==> config.mk <==
export PLATFORM = sky130hd
export DESIGN_NAME = button_debounce_encoder
export DESIGN_NICKNAME = d
export VERILOG_FILES = /design/src/rtl/button_debounce_encoder.sv
export SDC_FILE = /design/constraint.sdc
export NUM_CORES = 1
export LEC_CHECK = 0
export CORE_AREA = 2 2 68 70
export CTS_CLUSTER_SIZE = 14
export DETAILED_ROUTE_END_ITERATION = 10
export DIE_AREA = 0 0 70 72
export HOLD_SLACK_MARGIN = 0.02
export MAX_ROUTING_LAYER = met4
export PLACE_DENSITY = 0.48
export SLEW_MARGIN = 20
export SYNTH_ARGS = -nofsm -noshare
export SYNTH_HDL_FRONTEND = slang
export SYNTH_SLANG_ARGS = --single-unit
==> constraint.sdc <==
create_clock -name clock -period 1 [get_ports clock]
set_input_delay 0.1 -clock clock [delete_from_list [all_inputs] [get_ports clock]]
set_output_delay 0.1 -clock clock [all_outputs]
set_load 0.005 [all_outputs]
==> src/rtl/button_debounce_encoder.sv <==
// Synchronises, debounces and encodes four push-buttons into one-cycle one-hot press pulses.
// Optional macro MULTI_PRESS_REJECT_EN: reject multi-button presses with a pressError pulse.
module button_debounce_encoder #(
    parameter int DEBOUNCE_CYCLES = 16
) (
    input  logic       clock,
    input  logic       reset,
    input  logic       enable,
    input  logic [3:0] rawButton,
    output logic [3:0] buttonOut,
    output logic       pressValid,
    output logic [1:0] pressCode,
    output logic       pressError,
    output logic       busy
);

    localparam int CW = (DEBOUNCE_CYCLES > 1) ? $clog2(DEBOUNCE_CYCLES) : 1;
    localparam logic [CW-1:0] CNT_MAX = CW'(DEBOUNCE_CYCLES - 1);

    typedef enum logic {
        IDLE = 1'b0,
        HELD = 1'b1
    } state_t;

    logic [3:0]    sync1_q, sync1_d;
    logic [3:0]    sync2_q, sync2_d;
    logic [3:0]    stable_q, stable_d;
    logic [CW-1:0] cnt_q [4];
    logic [CW-1:0] cnt_d [4];
    state_t        state_q, state_d;
    logic [3:0]    button_out_q, button_out_d;
    logic          press_valid_q, press_valid_d;
    logic [1:0]    press_code_q, press_code_d;
    logic          press_error_q, press_error_d;

    function automatic logic [1:0] lowest_index(input logic [3:0] v);
        logic [1:0] idx;
        casez (v)
            4'b???1: idx = 2'd0;
            4'b??10: idx = 2'd1;
            4'b?100: idx = 2'd2;
            4'b1000: idx = 2'd3;
            default: idx = 2'd0;
        endcase
        return idx;
    endfunction

    // Next-state logic: synchroniser, per-bit debounce counters and the press FSM.
    always_comb begin
        sync1_d       = rawButton;
        sync2_d       = sync1_q;
        stable_d      = stable_q;
        cnt_d         = cnt_q;
        state_d       = state_q;
        button_out_d  = 4'b0000;
        press_valid_d = 1'b0;
        press_code_d  = 2'd0;
        press_error_d = 1'b0;

        // Any cycle of agreement restarts the count, so short bounces never flip stable.
        for (int i = 0; i < 4; i++) begin
            if (sync2_q[i] == stable_q[i]) begin
                cnt_d[i] = '0;
            end else if (cnt_q[i] == CNT_MAX) begin
                stable_d[i] = sync2_q[i];
                cnt_d[i]    = '0;
            end else begin
                cnt_d[i] = cnt_q[i] + CW'(1);
            end
        end

        case (state_q)
            IDLE: begin
                if (enable && (stable_q != 4'b0000)) begin
                    state_d = HELD;
`ifdef MULTI_PRESS_REJECT_EN
                    if ((stable_q & (stable_q - 4'd1)) != 4'b0000) begin
                        press_error_d = 1'b1;
                    end else begin
                        button_out_d  = 4'b0001 << lowest_index(stable_q);
                        press_valid_d = 1'b1;
                        press_code_d  = lowest_index(stable_q);
                    end
`else
                    button_out_d  = 4'b0001 << lowest_index(stable_q);
                    press_valid_d = 1'b1;
                    press_code_d  = lowest_index(stable_q);
`endif
                end else begin
                    state_d = IDLE;
                end
            end
            HELD: begin
                if (stable_q == 4'b0000) begin
                    state_d = IDLE;
                end else begin
                    state_d = HELD;
                end
            end
            default: state_d = IDLE;
        endcase
    end

    // State and registered outputs; synchronous active-low reset dominates everything.
    always_ff @(posedge clock) begin
        if (!reset) begin
            sync1_q       <= 4'b0000;
            sync2_q       <= 4'b0000;
            stable_q      <= 4'b0000;
            cnt_q         <= '{default: '0};
            state_q       <= IDLE;
            button_out_q  <= 4'b0000;
            press_valid_q <= 1'b0;
            press_code_q  <= 2'd0;
            press_error_q <= 1'b0;
        end else begin
            sync1_q       <= sync1_d;
            sync2_q       <= sync2_d;
            stable_q      <= stable_d;
            cnt_q         <= cnt_d;
            state_q       <= state_d;
            button_out_q  <= button_out_d;
            press_valid_q <= press_valid_d;
            press_code_q  <= press_code_d;
            press_error_q <= press_error_d;
        end
    end

    assign buttonOut  = button_out_q;
    assign pressValid = press_valid_q;
    assign pressCode  = press_code_q;
    assign pressError = press_error_q;
    assign busy       = (state_q == HELD);

endmodule

==> impl_metrics.json, run 1 <==
{
  "rsz0062_at_grt": "yes",
  "overflow": 0,
  "ir_drop_uv": 787,
  "routedWlPerCell_um": 10.7,
  "cp_cell_sequence": "buf_6 -> nand3b_4 -> or3_4 -> nor3b_2",
  "seq_area_um2": 738,
  "gp_congestion": 0.704,
  "die-height_um": 72,
  "cp-start-kind": "flop",
  "ys_ff_latch": 36,
  "viasPerCell": 4.17,
  "combPwrFrac_pct": 3.5,
  "clock-sinks": 36,
  "grt_pass1_wl_mm": 3.59,
  "worst_path_largest_cell_delay_ns": 0.34,
  "synth_area_um2": 1270,
  "htree_levels": 2,
  "worst_clock_skew_ns": 0.00900,
  "area_growth_pct": 37.1,
  "ctsHoldBuffers": 0,
  "drv_slew": 0,
  "whs_path_depth": 4,
  "fmax_ghz": 0.873,
  "fin_area_um2": 1740,
  "io_pins": 16,
  "drc": 0,
  "cp.arrival_ns": 1.36,
  "antenna_cells": 0,
  "violations": "setup timing",
  "maxCapViolations": 0,
  "die_x_um": 70,
  "antenna_found_initial": 0,
  "clkPwrFrac_pct": 44.1,
  "min_to": "buttonOut[0]",
  "drt_wl_total_mm": 2.14,
  "start_util_pct": 29.7,
  "num_rows": 24,
  "ys_seq_area_share_pct": 56.9,
  "drtIter0Drc": 14,
  "hold_viol_final": 0,
  "die-area_um2": 5040,
  "fp.coreArea_um2": 4260,
  "cts_tree": "built",
  "min_from": "reset",
  "synth_warnings": 0,
  "clockBufferDepth": 2,
  "mappedNetlistNets": 132,
  "root_buffer": "clkbuf_8",
  "r2r_setup_slack_ns": -0.15,
  "finalCritPeriodShare_pct": 115,
  "reg2reg_from": "busy",
  "setup_viol": 3,
  "clk_pin_slew_worst_paths_ns": 0.07,
  "via_count": 830,
  "first_global_vias": 839,
  "cts_buffers": 5,
  "power_density_nw_per_um2": 1600,
  "crit_fanout": 3,
  "cp-end-kind": "flop",
  "dr.pass1.iters": 2,
  "fin_ws_ns": -0.146,
  "p_switching_uw": 537,
  "multi_input_area_um2": 601,
  "track_usage_pct": 9.77,
  "numPortBuffers": 14,
  "synthDistinctLibCells": 21,
  "cpMaxStageDelayCell": "or3_4",
  "grt_max_degree": 22,
  "drive_gt1_share_pct": 29.9,
  "status": "complete, but fails checks",
  "power_frac_seq_pct": 52.5,
  "dp.final_hpwl_mm": 1.51,
  "hold_class": "input port to flop",
  "fillerInstances": 419,
  "timing.rr.end": "buttonOut[3]",
  "final_nets": 157,
  "place_area_um2": 1510,
  "final_antenna_net_count": 0,
  "min_period_ns": 1.15,
  "power_uw": 2780,
  "netlist_instances": 121,
  "leakage_uw": 0.000781,
  "worstRegToRegCells": 4,
  "clk_latency_ns": 0.28,
  "crit_type": "flop to flop",
  "avgSynthCellArea_um2": 10.5,
  "intPower_uw": 2250,
  "crit_required_ns": 1.22,
  "p_sw_share_pct": 19.3
}
==> repair_timing <==
item / CTS / global route
buffers inserted: 1 / 0
pin swaps: 1 / 3
gates resized for setup: 20 / 20
setup endpoints to repair: 18 / 18
hold endpoints to repair: 0 / 0
==> power by group through the flow <==
| stage | Clock (uW) | Sequential (uW) | Combinational, uW |
|---|---|---|---|
| after floorplan | 0 | 1490 | 45.9 |
| after global placement | 0 | 1490 | 88.4 |
| after detailed placement | 0 | 1490 | 91.3 |
| after CTS | 1260 | 1460 | 93.7 |
| after global routing | 1330 | 1460 | 108 |
| final | 1230 | 1460 | 96.2 |
==> cell usage after synthesis <==
master	count	area, um2
dfxtp_1	36	721
nor2_1	18	67.6
nand3_1	12	60.1
xor2_1	12	105
and2_1	8	50.1
inv_1	6	22.5
and3_1	4	25.0
ha_1	4	50.1
mux2i_1	4	40.0
nor2b_1	4	25.0
clkbuf_1	2	7.51
nor3b_1	2	15.0
a21oi_1	1	5.00
buf_4	1	7.51
clkbuf_2	1	5.00
conb_1	1	3.75
nand3b_4	1	20.0
nor3_1	1	5.00
nor3b_2	1	12.5
o41ai_1	1	8.76
or3_4	1	11.3
==> cell families after synthesis <==
group / share of synthesized area, %
DFF: 56.9
muxes: 3.16
other: 0.296
adders and majority gates: 3.95
buffers and inverters: 3.36
AOI/OAI and AO/OA: 1.09
xor gates and xnor gates: 8.29
and+or+nand+nor: 23.0
==> cell usage in the layout, fill, tap and decap left out, drive strengths merged <==
cell type | synthesis | routed
dfxtp | 36 | 36
a21oi | 1 | 1
and2 | 8 | 8
inv | 6 | 6
clkbuf | 3 | 6
mux2i | 4 | 4
o41ai | 1 | 1
nor2b | 4 | 4
nor3b | 3 | 3
dlymetal6s2s | 0 | 1
conb | 1 | 1
clkinv | 0 | 1
clkdlybuf4s50 | 0 | 5
ha | 4 | 4
nand3b | 1 | 1
nand3 | 12 | 12
buf | 1 | 8
nor2 | 18 | 18
and3 | 4 | 4
nor3 | 1 | 1
xor2 | 12 | 12
dlygate4sd2 | 0 | 8
or3 | 1 | 1
bufinv | 0 | 1
==> area by class of cell <==
type                    instances  share of cell area, %
repair buffers                 22                   11.7
flip-flops and latches         36                   42.5
inverters                       6                   1.30
clock buffers                   6                   4.18
multi-input cells              75                   34.6
clock inverters                 2                   2.02
well taps                      52                   3.74
==> metrics by stage <==
step | utilization, % | setup slack, ns | hold WS, ns | std cells | setup TNS (ns)
3_3_place_gp | 35.5 | -0.273 | 0.421 | 190 | -4.90
3_5_place_dp | 35.5 | -0.344 | 0.420 | 190 | -5.74
2_1_floorplan | - | -0.0185 | 0.215 | 121 | -0.0185
6_report | 40.8 | -0.146 | 0.270 | 199 | -0.275
5_1_grt | 40.8 | -0.191 | 0.282 | 199 | -0.428
4_1_cts | 39.0 | -0.165 | 0.390 | 199 | -0.313
==> state kept, by name (all words and copies together), names as in the netlist <==
register and cells:
pressValid 1, sync2_q 4, buttonOut 4, busy 1
pressCode 2, cnt_q 16, stable_q 4, sync1_q 4
==> metal layers <==
metal / wire length, um / GRT usage [%]
met5: 0 / -
met4: 66 / 7.05
met3: 65 / 2.50
met2: 1040 / 15.3
met1: 967 / 10.8
==> critical path, delay by kind of cell, from the launching register on <==
kind	cells	cell delay, ns
flops	1	0.32
buf+inv	1	0.11
simple gates	3	0.64
==> how the worst max path moves through the flow <==
stage,startpoint,end,cells after the start
after floorplan,busy,buttonOut[3],3
after global placement,enable,buttonOut[3],4
after detailed placement,enable,buttonOut[3],4
after CTS,busy,buttonOut[3],4
after global routing,busy,buttonOut[3],4
final,busy,buttonOut[3],4
Power figures use the tool's default switching activity.
==> inputs of run 2 (changes only) <==
Settings changed: SETUP_SLACK_MARGIN set to 0.5.
==> run 2 against run 1 <==
Compared with the run above: the run still ends with setup timing left; sequential cell count did not move; core utilization up 4.1 points; final cell count rose by 4.0%; global-route usage grew 1.0 points; die area is the same; count of clock-buffer cells in the layout increased by 1; combinational power grew 27%; worst hold slack gained 0.083 ns; non-clock buffer count up 8; sequential power about the same; via count grew 5.1%; routed wire length up 4.0%; largest power group unchanged.
==> impl_metrics.json, run 2 (synthesized netlist as in run 1, its figures left out) <==
{
  "status": "complete, but fails checks",
  "violations": "setup timing",
  "final_cell_mix": "dfxtp_1 (18), nor2_1 (15), dfxtp_2 (14)",
  "final_nets": 165,
  "dp_cells": 188,
  "start_util_pct": 29.7,
  "worst_path_dominant_cell_family": "simple AND/OR/NAND/NOR gates",
  "crit_type": "flop to flop",
  "multi_input_area_um2": 703,
  "p_sw_share_pct": 20.6,
  "io_pins": 16,
  "dp.final_hpwl_mm": 1.45,
  "cp.arrival_ns": 1.26,
  "worstRegToRegCells": 3,
  "worst_path_largest_cell_delay_ns": 0.35,
  "combPwrFrac_pct": 4.5,
  "die_x_um": 70,
  "crit_start": "busy",
  "cts_buffers": 5,
  "clk_pin_slew_worst_paths_ns": 0.07,
  "min_period_ns": 1.04,
  "gp_congestion": 0.712,
  "final.setup.tns_ns": -0.0776,
  "drt_wl_total_mm": 2.22,
  "cp_num_cells": 3,
  "ctsHoldBuffers": 0,
  "intPower_uw": 2160,
  "cp-end-kind": "flop",
  "power_density_nw_per_um2": 1420,
  "leakage_uw": 0.000800,
  "drive_gt1_share_pct": 49.0,
  "maxCapViolations": 0,
  "overflow": 0,
  "fp.coreArea_um2": 4260,
  "fin_ws_ns": -0.0430,
  "clock-sinks": 36,
  "die-area_um2": 5040,
  "antenna_found_initial": 0,
  "grt_pass1_wl_mm": 4.04,
  "drv_slew": 0,
  "fillerInstances": 400,
  "final_antenna_net_count": 0,
  "largest_reg_flops": 16,
  "via_count": 872,
  "fin_util_pct": 44.9,
  "cp_cell_sequence": "nand3b_4 -> or3_4 -> nor3b_2",
  "numPortBuffers": 14,
  "p_switching_uw": 560,
  "seq_area_um2": 753,
  "crit_required_ns": 1.22,
  "hold_class": "input port to flop",
  "routedWlPerCell_um": 10.7,
  "final_common_cell": "dfxtp_1",
  "setup_viol": 3,
  "power_uw": 2720,
  "rsz0062_at_grt": "yes",
  "reg2reg_from": "busy",
  "track_usage_pct": 10.8,
  "worst_clock_skew_ns": 0.00289,
  "clkPwrFrac_pct": 41.8,
  "drc": 0,
  "cts_tree": "built",
  "drtIter0Drc": 43,
  "finalNonFillerCells": 207,
  "fmax_ghz": 0.959,
  "path_buf_inv": 0,
  "top_register": "cnt_q",
  "die-height_um": 72,
  "cpMaxStageDelayCell": "or3_4",
  "cp-start-kind": "flop",
  "root_buffer": "clkbuf_8",
  "htree_levels": 2,
  "r2r_setup_slack_ns": -0.04,
  "area_growth_pct": 50.9,
  "num_rows": 24,
  "hold_slack_ns": 0.353,
  "antenna_cells": 0,
  "finalCritPeriodShare_pct": 104,
  "grt_max_degree": 12,
  "crit_fanout": 3,
  "clk_latency_ns": 0.28,
  "first_global_vias": 907,
  "timing.rr.end": "buttonOut[3]",
  "ir_drop_uv": 796,
  "hold_viol_final": 0,
  "clockBufferDepth": 2,
  "viasPerCell": 4.21,
  "power_frac_seq_pct": 53.7,
  "crit_end": "buttonOut[3]",
  "dr.pass1.iters": 3
}
==> run 2: changes by cell type in the layout (fill, tap and decap cells not counted), sizes merged <==
| cell | change |
|---|---|
| buf | +15 |
| dlygate4sd2 | -8 |
| clkdlybuf4s15 | +2 |
| bufinv | -1 |
| clkbuf | +1 |
| dlymetal6s2s | -1 |
==> run 2: timing repair <==
item	CTS	global route
gates cloned	1	0
endpoints found under the hold margin	0	0
pin swaps	14	10
setup endpoints to repair	44	40
setup buffers	7	3
resized for setup	53	17
==> run 2: stage by stage <==
| stage | setup slack (ns) | area [um2] |
|---|---|---|
| 2_1_floorplan | -0.0185 | 1390 |
| 3_3_place_gp | -0.311 | 1600 |
| 3_5_place_dp | -0.322 | 1600 |
| 4_1_cts | -0.0519 | 1840 |
| 5_1_grt | -0.123 | 1910 |
| 6_report | -0.0430 | 1910 |
==> run 2: worst min path at each step <==
stage / from / depth (start not counted) / slack (ns) / endpoint
after floorplan: reset / 2 / 0.22 / busy
after global placement: sync1_q[2] / 1 / 0.41 / sync2_q[2]
after detailed placement: sync1_q[0] / 1 / 0.42 / sync2_q[0]
after CTS: reset / 4 / 0.34 / pressCode[1]
after global routing: reset / 3 / 0.37 / stable_q[3]
final: reset / 4 / 0.35 / pressCode[1]
==> run 2: tightest hold or removal path: cells and delay by family <==
kind,cells,cell delay (ns)
simple gates,3,0.26
buf+inv,1,0.24
==> run 2: final cells by class <==
class / count / area share, %
clock buffers: 7 / 5.10
flip-flops and latches: 36 / 39.4
well taps: 52 / 3.40
repair buffers: 30 / 13.9
inverters: 6 / 1.18
multi-input cells: 75 / 36.8
clock inverters: 1 / 0.262
==> run 2: power groups by stage <==
stage	clock, uW	combinational (uW)	sequential (uW)
floorplan	0	49.4	1490
global placement	0	85.1	1500
detailed placement	0	87.2	1500
CTS	1170	110	1460
global route	1250	134	1460
finish	1140	122	1460
==> run 2: routing by layer <==
metal | routed length, um | vias up | global-route usage [%]
met2 | 1050 | 17 | 16.6
met4 | 73 | 0 | 7.05
met3 | 97 | 8 | 3.61
li1 | - | 453 | -
met1 | 1010 | 394 | 12.0
met5 | 0 | - | -
==> inputs of run 3 (changes only) <==
Settings changed: CORE_AREA 2 2 68 70 to 2 2 55 57, DIE_AREA 0 0 70 72 to 0 0 57 59, PLACE_DENSITY 0.48 to 0.69.
==> run 3 against run 2 <==
Compared with the run above: critical endpoint unchanged; the flow still finishes with violations (setup timing); fmax shrank 15%; via count grew 9.3%; power fell by 15%; largest power group unchanged.
==> impl_metrics.json, run 3 (synthesized netlist as in run 1, its figures left out) <==
{
  "cp-start-kind": "flop",
  "antenna_cells": 0,
  "clockBufferDepth": 2,
  "dp.final_hpwl_mm": 1.44,
  "clk_latency_ns": 0.31,
  "start_util_pct": 46.8,
  "fmax_ghz": 0.819,
  "io_pins": 16,
  "clock-sinks": 36,
  "area_growth_pct": 57.5,
  "die_x_um": 57,
  "rsz0062_at_grt": "yes",
  "grt_max_degree": 22,
  "cp.arrival_ns": 1.46,
  "fin_ws_ns": -0.221,
  "crit_type": "flop to flop",
  "final_common_cell": "dfxtp_1",
  "fillerInstances": 167,
  "die-height_um": 59,
  "ctsHoldBuffers": 0,
  "crit_required_ns": 1.24,
  "grt_pass1_wl_mm": 4.02,
  "wl_met1_mm": 1.04,
  "first_global_vias": 963,
  "wl_met3_um": 114,
  "maxCapViolations": 0,
  "power_uw": 2320,
  "met2_length_mm": 1.40,
  "cts_buffers": 5,
  "cp-end-kind": "flop",
  "final_antenna_net_count": 0,
  "cpMaxStageDelayCell": "or3_4",
  "fin_util_pct": 73.6,
  "drtIter0Drc": 25,
  "top_register": "cnt_q",
  "worst_path_largest_cell_delay_ns": 0.36,
  "via_count": 953,
  "cp_cell_sequence": "buf_6 -> nand3b_4 -> or3_4 -> nor3b_2",
  "fp.coreArea_um2": 2710,
  "worstRegToRegCells": 4,
  "setup_viol": 9,
  "largest_reg_flops": 16,
  "antenna_found_initial": 0,
  "cp_num_cells": 4,
  "track_usage_pct": 16.1,
  "final_cell_mix": "dfxtp_1 (18), dfxtp_2 (14), buf_4 (12), nor2_1 (11), buf_6 (10)",
  "leakage_uw": 0.000834,
  "dr.pass1.iters": 6,
  "hold_viol_final": 0,
  "numPortBuffers": 14,
  "drive_gt1_share_pct": 54.9,
  "power_density_nw_per_um2": 1160,
  "violations": "setup timing",
  "drc": 0,
  "htree_levels": 2,
  "finalCritPeriodShare_pct": 122,
  "min_period_ns": 1.22,
  "path_buf_inv": 1,
  "drv_slew": 0,
  "num_rows": 19,
  "routed.top_layer": "met4",
  "crit_fanout": 3,
  "status": "complete, but fails checks",
  "gp_congestion": 0.743,
  "hold_slack_ns": 0.245,
  "whs_path_depth": 4,
  "final_nets": 172,
  "viasPerCell": 4.94,
  "root_buffer": "clkbuf_4",
  "drt_wl_total_mm": 2.64,
  "ir_drop_uv": 1530,
  "worst_path_dominant_cell_family": "simple AND/OR/NAND/NOR gates",
  "routedWlPerCell_um": 13.7,
  "clk_pin_slew_worst_paths_ns": 0.10,
  "cts_tree": "built",
  "die-area_um2": 3360,
  "hold_class": "input port to flop",
  "overflow": 0,
  "worst_clock_skew_ns": 0.00952
}
run 3: layout make-up:
class / instances / area, um2 / share of cell area [%]
multi-input cells: 75 / 778 / 39.0
flip-flops and latches: 36 / 753 / 37.7
repair buffers: 37 / 353 / 17.7
clock buffers: 7 / 45.0 / 2.26
well taps: 31 / 38.8 / 1.94
inverters: 6 / 22.5 / 1.13
clock inverters: 1 / 5.00 / 0.251
run 3: metal layers:
layer  vias up  GRT usage (%)
met4         0           5.98
met5         -              -
met2        27           28.7
met3         6           3.93
met1       448           17.4
li1        472              -
run 3: final timing paths:
path | startpoint | to | slack, ns
max | busy | buttonOut[3] | -0.22
min | reset | busy | 0.25
max reg2reg | busy | buttonOut[3] | -0.22
min reg2reg | sync1_q[0] | sync2_q[0] | 0.44
run 3: power by group:
group	total, uW	switching [uW]	internal [uW]
Sequential	1460	14.7	1440
Combinational	143	59.0	84.1
Clock	713	439	274
run 3: through the flow:
step                      TNS [ns]  setup WS [ns]  area (um2)  instances
after floorplan            -0.0185        -0.0185        1390        121
after global routing         -1.64         -0.251        2000        193
after global placement       -4.51         -0.266        1580        167
after CTS                   -0.609         -0.183        1830        187
after detailed placement     -5.32         -0.337        1580        167
final                        -1.19         -0.221        2000        193
run 3: what timing repair did:
action                     4_1_cts  5_1_grt
gates cloned                     0        1
setup buffers                   12        5
setup endpoints to repair       44       41
pin swaps                       13       20
gates resized for setup         60       25
run 3: worst register-to-register path, stage by stage, from the launching register on:
cell      delay [ns]
dfxtp_2         0.34
buf_6           0.11
nand3b_4        0.15
or3_4           0.36
nor3b_2         0.18
